**src/rtl/nios2e_pio_in.sv**
```systemverilog
// Avalon-MM input PIO: synchronises and optionally debounces an input bus,
// latches edges into write-1-to-clear capture bits and raises a maskable IRQ.

module nios2e_pio_in_lane #(
  parameter int EDGE_TYPE = 0,
  parameter bit DEBOUNCE  = 1'b0
) (
  input  logic clk,
  input  logic reset_n,
  input  logic in_bit_i,
  input  logic tick_i,
  input  logic clr_i,
  output logic deb_o,
  output logic cap_o
);
  logic s1_q, s2_q, deb, deb_d_q, cap_q, edge_det;

  always_ff @(posedge clk or negedge reset_n) begin
    if (!reset_n) begin
      s1_q    <= 1'b0;
      s2_q    <= 1'b0;
      deb_d_q <= 1'b0;
      cap_q   <= 1'b0;
    end else begin
      s1_q    <= in_bit_i;
      s2_q    <= s1_q;
      deb_d_q <= deb;
      // a new edge beats a simultaneous clear
      cap_q   <= edge_det | (cap_q & ~clr_i);
    end
  end

  generate
    if (DEBOUNCE) begin : g_deb
      logic prev_q, deb_q;
      always_ff @(posedge clk or negedge reset_n) begin
        if (!reset_n) begin
          prev_q <= 1'b0;
          deb_q  <= 1'b0;
        end else if (tick_i) begin
          prev_q <= s2_q;
          if (s2_q == prev_q) deb_q <= s2_q;
        end
      end
      assign deb = deb_q;
    end else begin : g_byp
      assign deb = s2_q;
    end

    if (EDGE_TYPE == 0) begin : g_rise
      assign edge_det = deb & ~deb_d_q;
    end else if (EDGE_TYPE == 1) begin : g_fall
      assign edge_det = ~deb & deb_d_q;
    end else begin : g_any
      assign edge_det = deb ^ deb_d_q;
    end
  endgenerate

  assign deb_o = deb;
  assign cap_o = cap_q;
endmodule

module nios2e_pio_in #(
  parameter int WIDTH        = 28,
  parameter int EDGE_TYPE    = 0,
  parameter int DEBOUNCE_DIV = 0
) (
  input  logic             clk,
  input  logic             reset_n,
  input  logic [1:0]       address,
  input  logic             chipselect,
  input  logic             write_n,
  input  logic [31:0]      writedata,
  input  logic [WIDTH-1:0] in_port,
  output logic [31:0]      readdata,
  output logic             irq
);
  localparam int CW = (DEBOUNCE_DIV > 1) ? $clog2(DEBOUNCE_DIV) : 1;

  logic             tick;
  logic             wr_en;
  logic [WIDTH-1:0] deb, cap, clr;
  logic [WIDTH-1:0] irqmask_q;
  logic [31:0]      readdata_q, readdata_d;

  generate
    if (DEBOUNCE_DIV > 0) begin : g_tick
      logic [CW-1:0] cnt_q;
      always_ff @(posedge clk or negedge reset_n) begin
        if (!reset_n)                         cnt_q <= '0;
        else if (cnt_q == CW'(DEBOUNCE_DIV-1)) cnt_q <= '0;
        else                                  cnt_q <= cnt_q + CW'(1);
      end
      assign tick = (cnt_q == CW'(DEBOUNCE_DIV-1));
    end else begin : g_notick
      assign tick = 1'b0;
    end
  endgenerate

  assign wr_en = chipselect & ~write_n;
  assign clr   = (wr_en && address == 2'd3) ? writedata[WIDTH-1:0] : '0;

  nios2e_pio_in_lane #(
    .EDGE_TYPE (EDGE_TYPE),
    .DEBOUNCE  (DEBOUNCE_DIV > 0)
  ) u_lane [WIDTH-1:0] (
    .clk      (clk),
    .reset_n  (reset_n),
    .in_bit_i (in_port),
    .tick_i   (tick),
    .clr_i    (clr),
    .deb_o    (deb),
    .cap_o    (cap)
  );

  always_comb begin
    readdata_d = '0;
    case (address)
      2'd0:    readdata_d[WIDTH-1:0] = deb;
      2'd1:    readdata_d[WIDTH-1:0] = irqmask_q;
      2'd3:    readdata_d[WIDTH-1:0] = cap;
      default: readdata_d = '0;
    endcase
  end

  // readdata is refreshed every cycle; the fabric inserts one read wait state
  always_ff @(posedge clk or negedge reset_n) begin
    if (!reset_n) begin
      irqmask_q  <= '0;
      readdata_q <= '0;
    end else begin
      if (wr_en && address == 2'd1) irqmask_q <= writedata[WIDTH-1:0];
      readdata_q <= readdata_d;
    end
  end

  assign readdata = readdata_q;
  assign irq      = |(cap & irqmask_q);
endmodule

```
**config.mk**
```make
export PLATFORM = sky130hd
export DESIGN_NAME = nios2e_pio_in
export DESIGN_NICKNAME = d
export VERILOG_FILES = /design/src/rtl/nios2e_pio_in.sv
export SDC_FILE = /design/constraint.sdc
export NUM_CORES = 1
export LEC_CHECK = 0
export BUFFER_PORTS_ARGS = -buffer_cell sky130_fd_sc_hd__buf_2
export CAP_MARGIN = 40
export CELL_PAD_IN_SITES_DETAIL_PLACEMENT = 1
export CELL_PAD_IN_SITES_GLOBAL_PLACEMENT = 1
export CORE_UTILIZATION = 38
export CTS_BUF_LIST = sky130_fd_sc_hd__clkbuf_4
export CTS_CLUSTER_DIAMETER = 30
export CTS_CLUSTER_SIZE = 30
export DETAILED_ROUTE_END_ITERATION = 8
export GPL_ROUTABILITY_DRIVEN = 0
export PLACE_DENSITY_LB_ADDON = 0.05
export REMOVE_ABC_BUFFERS = 1
export SLEW_MARGIN = 20
export SYNTH_ARGS = -nofsm -noshare
export SYNTH_HDL_FRONTEND = slang
export SYNTH_SLANG_ARGS = --single-unit
```
**constraint.sdc**
```tcl
create_clock -name clk -period 1.5 [get_ports clk]
set_input_delay 0.075 -clock clk [delete_from_list [all_inputs] [get_ports clk]]
set_output_delay 0.075 -clock clk [all_outputs]
set_load 0.02 [all_outputs]
```
### Word-level counts from Yosys, hierarchy flattened

Index checks and enable logic that the tools add are counted.

* equal/unequal tests: 2
* muxes and demuxes: 2
* bitwise logic cells: 143
* reduce and logical (&&, ||, !) cells: 4

Operator list (number)
* $pmux W28 S3: 1
* $and A1 B1 Y1: 57
* $not A1 Y1: 57
* $and A28 B28 Y28: 1
* $mux W28: 1
* $or A1 B1 Y1: 28
* $reduce_or A28 Y1: 1
* $eq A2 B1 Y1 const B: 1
* $eq A2 B2 Y1 const B: 1
* $logic_and A1 B1 Y1: 2
* $logic_not A2 Y1: 1

* register bits: 168
* input bits: 66

### Logic depth before layout (Yosys ltp)

* depth after elaboration: 7
* gate-level depth with buffers: 6
* mapped depth without buffers: 3

### Cells and area by module

From an unflattened synthesis, not the netlist that was laid out.

* cell total of the unflattened synthesis: 434
* area, all modules: 6157.2 um^2

By module, submodules not included
* nios2e_pio_in_lane: instances 28, cells an instance 7, area an instance 120.1 um^2
* nios2e_pio_in: instances 1, cells an instance 238, area an instance 2793.9 um^2

### Least setup slack after synthesis

OpenSTA, ideal clock, no wires.

* path kind: reg2out
* from: register irqmask_q[13]
* to: output port irq
* arrival time: 1.270 ns
* data required time: 1.425 ns
* path slack: 0.155 ns
* cell stages (with the launch flop): 4
* path through: dfrtp_1 -> a22oi_1 -> nand4_1 -> or4_1

* longest elaborated chain between the ends: 2

Ends and longest elaborated chain
* start: declaration: RTL line 83 `logic [WIDTH-1:0] irqmask_q;`
* start signal: assignment: RTL line 132 `if (wr_en && address == 2'd1) irqmask_q <= writedata[WIDTH-1:0];`
* $and A28 B28 Y28: RTL line 138 `assign irq = |(cap & irqmask_q);`
* $reduce_or A28 Y1: RTL line 138
* end: declaration: RTL line 76 `output logic irq`

No other way between the ends.

### Worst setup path after layout

* from: register u_lane[10].cap_q
* to: output port irq

* longest elaborated chain between the ends: 2

Ends and longest elaborated chain
* start: declaration: RTL line 16 `logic s1_q, s2_q, deb, deb_d_q, cap_q, edge_det;`
* start signal: assignment: RTL line 29 `cap_q <= edge_det | (cap_q & ~clr_i);`
* $and A28 B28 Y28: RTL line 138
* $reduce_or A28 Y1: RTL line 138

No other way between the ends.

==> run metrics <==
Final Max Slew Viols=0; DP Area=0.00694 mm2; Starting Density=38.8%; Worst path slowest cell=or4_4; Worst Setup SP=u_lane[10].cap_o$_DFF_PN0_; pin count of the biggest net entering global routing=50; row cnt=45; PwrDens=1210 mW/mm2; CP endpoint=irq; VDD IR-drop max=938 uV; cell area after synthesis=0.00590 mm2; r2r endpoint=u_lane[10].cap_o$_DFF_PN0_; setup slack, reg-to-reg=0.52 ns; CP arrival=2.04 ns; max incr delay on CP=0.57 ns; top cells by area, synth=dfrtp_1, mux2_4, mux2i_1; first-pass GRT wire length=22700 um; final worst path period share=141%; total CTS buffers=17; First-pass DRT Iterations=5; detailed-route DRC error count=0; Critical Path RT=1.42 ns; total congestion overflow=0; DPL Wire Length=8990 um; CP bufs+invs=1; GR Util All Layers=19.1%; final hold violation count=0; Ports=99; Area Growth Syn to Fin=34.5%; Seq/Total Area, Yosys=71.2%; H-tree level count=4; vias per std cell=4.68; violated checks=setup timing; Final Power=0.00957 W; Final WS setup=-0.611 ns; share of the synthesized area in the top cell type=71.2%; max cap viols=0; vias in the first global route=4300; Fin Clk Skew=0.0169 ns; clk slew on worst S/H paths=0.15 ns; fin area=0.00794 mm2; largest family of logic cells by synthesized area=multiplexers; initial antenna violation count=1; die height=127 um; crit start category=flop; critical path class=flop to output pin; clock root buffer=clkbuf_4; fmax=474 MHz; Simple-Gate Fraction of Synth Area=4.56%; final wirelength=13900 um; TritonCTS clock tree=done; Period minus WS final=2.11 ns; status=finished, violations left; Post-Syn Instances=406; Clock Latency Late Sink=0.56 ns; XOR/XNOR Fraction of Synth Area=0%; post-synthesis register bit count=168; reg2reg start=u_lane[10].cap_o$_DFF_PN0_; Final ANT Viol Nets=0; YS warnings=0; syn_area_per_cell=14.5 um2; post-synth top area cell=dfrtp_1; drt wl/cell=17.0 um; compound-gate portion of the synthesized area=8.31%; commonest non-fill, non-tap cell in the layout=dfrtp_1; worst min path class=input port to flop; via count=3830; setup_tns=-0.611 ns; maximum clock insertion buffer count=2; DIE AREA=0.0160 mm2; leakage power=3.83 nW; Net count, final=683; Die Wd=127 um; Final setup viols=1; Cell variety after synth=21; CP max FO=2; worst path cell trace=a22oi_2 -> nand4_1 -> or4_4 -> buf_6; critical path depth=4; Core Area=0.0152 mm2; Setup crit end kind=output pin; Port Buffers=90; mux contribution to synthesized area=11.4%; clock sink count=168; commonest cells after routing, fill and taps aside=dfrtp_1, buf_2, dlygate4sd3_1; RSZ-0062 raised after global routing=true; delay-heaviest family, CP=simple AND/OR/NAND/NOR gates; share of layout cells above drive strength 1=34.2%; reg2reg path depth=3; adder-cell share of the synthesized area=0%; DRT iter0 DRCs=78
[state kept, by name, indices dropped and copies added, names as in the netlist]
name and flops:
irqmask_q 28, u_lane.deb_o 28, readdata 28, u_lane.cap_o 28
u_lane.s1_q 28, u_lane.deb_d_q 28
[synthesized netlist by cell type]
cell	n
mux2i_1	28
nand4_1	3
mux2_4	20
and2_1	1
buf_12	2
mux2_2	8
clkbuf_1	1
nand2_1	57
dfrtp_1	168
and4bb_1	1
or4_1	1
conb_1	1
a22o_1	28
clkbuf_2	1
o21ai_0	28
buf_4	12
a22oi_1	14
buf_6	1
and4b_1	1
buf_2	2
inv_1	28
[per-layer routing]
metal	track usage [%]	vias up	part of all wire [%]
met2	32.1	71	51
met5	0	-	0
met1	24.4	1953	45
li1	-	1795	-
met4	5.60	0	1.0
met3	4.89	11	3.0
[stage by stage]
stage / utilization, % / cells / worst slack, ns / hold slack, ns
6_report: 52.2 / 818 / -0.611 / 0.141
5_1_grt: 52.2 / 818 / -0.717 / 0.0761
4_1_cts: 52.0 / 815 / -0.676 / 0.0843
3_5_place_dp: 45.6 / 722 / -0.135 / 0.0132
3_3_place_gp: 45.6 / 722 / -0.164 / 0.00882
2_1_floorplan: - / 390 / -0.243 / -0.221
[power breakdown]
part | switching [W] | leakage (nW) | internal, W
registers | 0.000235 | 1.92 | 0.00494
logic | 0.000673 | 1.75 | 0.000856
clock network | 0.00154 | 0.155 | 0.00132
[cells by family after synthesis]
family / count (synthesis)
AO/OA/AOI/OAI: 70
buffers and inverters: 47
flip-flops: 168
multiplexers: 56
other: 1
AND/OR/NAND/NOR: 64
[area by class of cell]
cell class	count	area [um2]
diodes	1	2.50
clock inverters	13	180
clock buffers	18	135
fillers	1559	7260
multi-input cells	194	1490
flip-flops and latches	168	4200
well taps	188	235
repair buffers	208	1590
inverters	28	105
[how the worst min path moves through the flow]
stage                           start                      endpoint  slack [ns]  cells after the start
after floorplan               reset_n      irqmask_q[0]$_DFFE_PN0P_       -0.22                      0
after global routing       in_port[0]      u_lane[0].s1_q$_DFF_PN0_        0.08                      2
after global placement        reset_n  u_lane[10].deb_d_q$_DFF_PN0_       0.009                      1
after detailed placement      reset_n  u_lane[10].deb_d_q$_DFF_PN0_        0.01                      1
after CTS                  in_port[4]      u_lane[4].s1_q$_DFF_PN0_        0.08                      2
final                     in_port[12]     u_lane[12].s1_q$_DFF_PN0_        0.14                      2
[what timing repair did]
action                                  CTS  global route
endpoints found under the setup margin    1             1
endpoints found under the hold margin   255             0
gates cloned                              0             0
buffers inserted                          2             2
pin swaps                                 4             3
hold buffers                             60             0
gates resized for setup                   9             2
No activity file was read; power rests on OpenSTA's default activity.
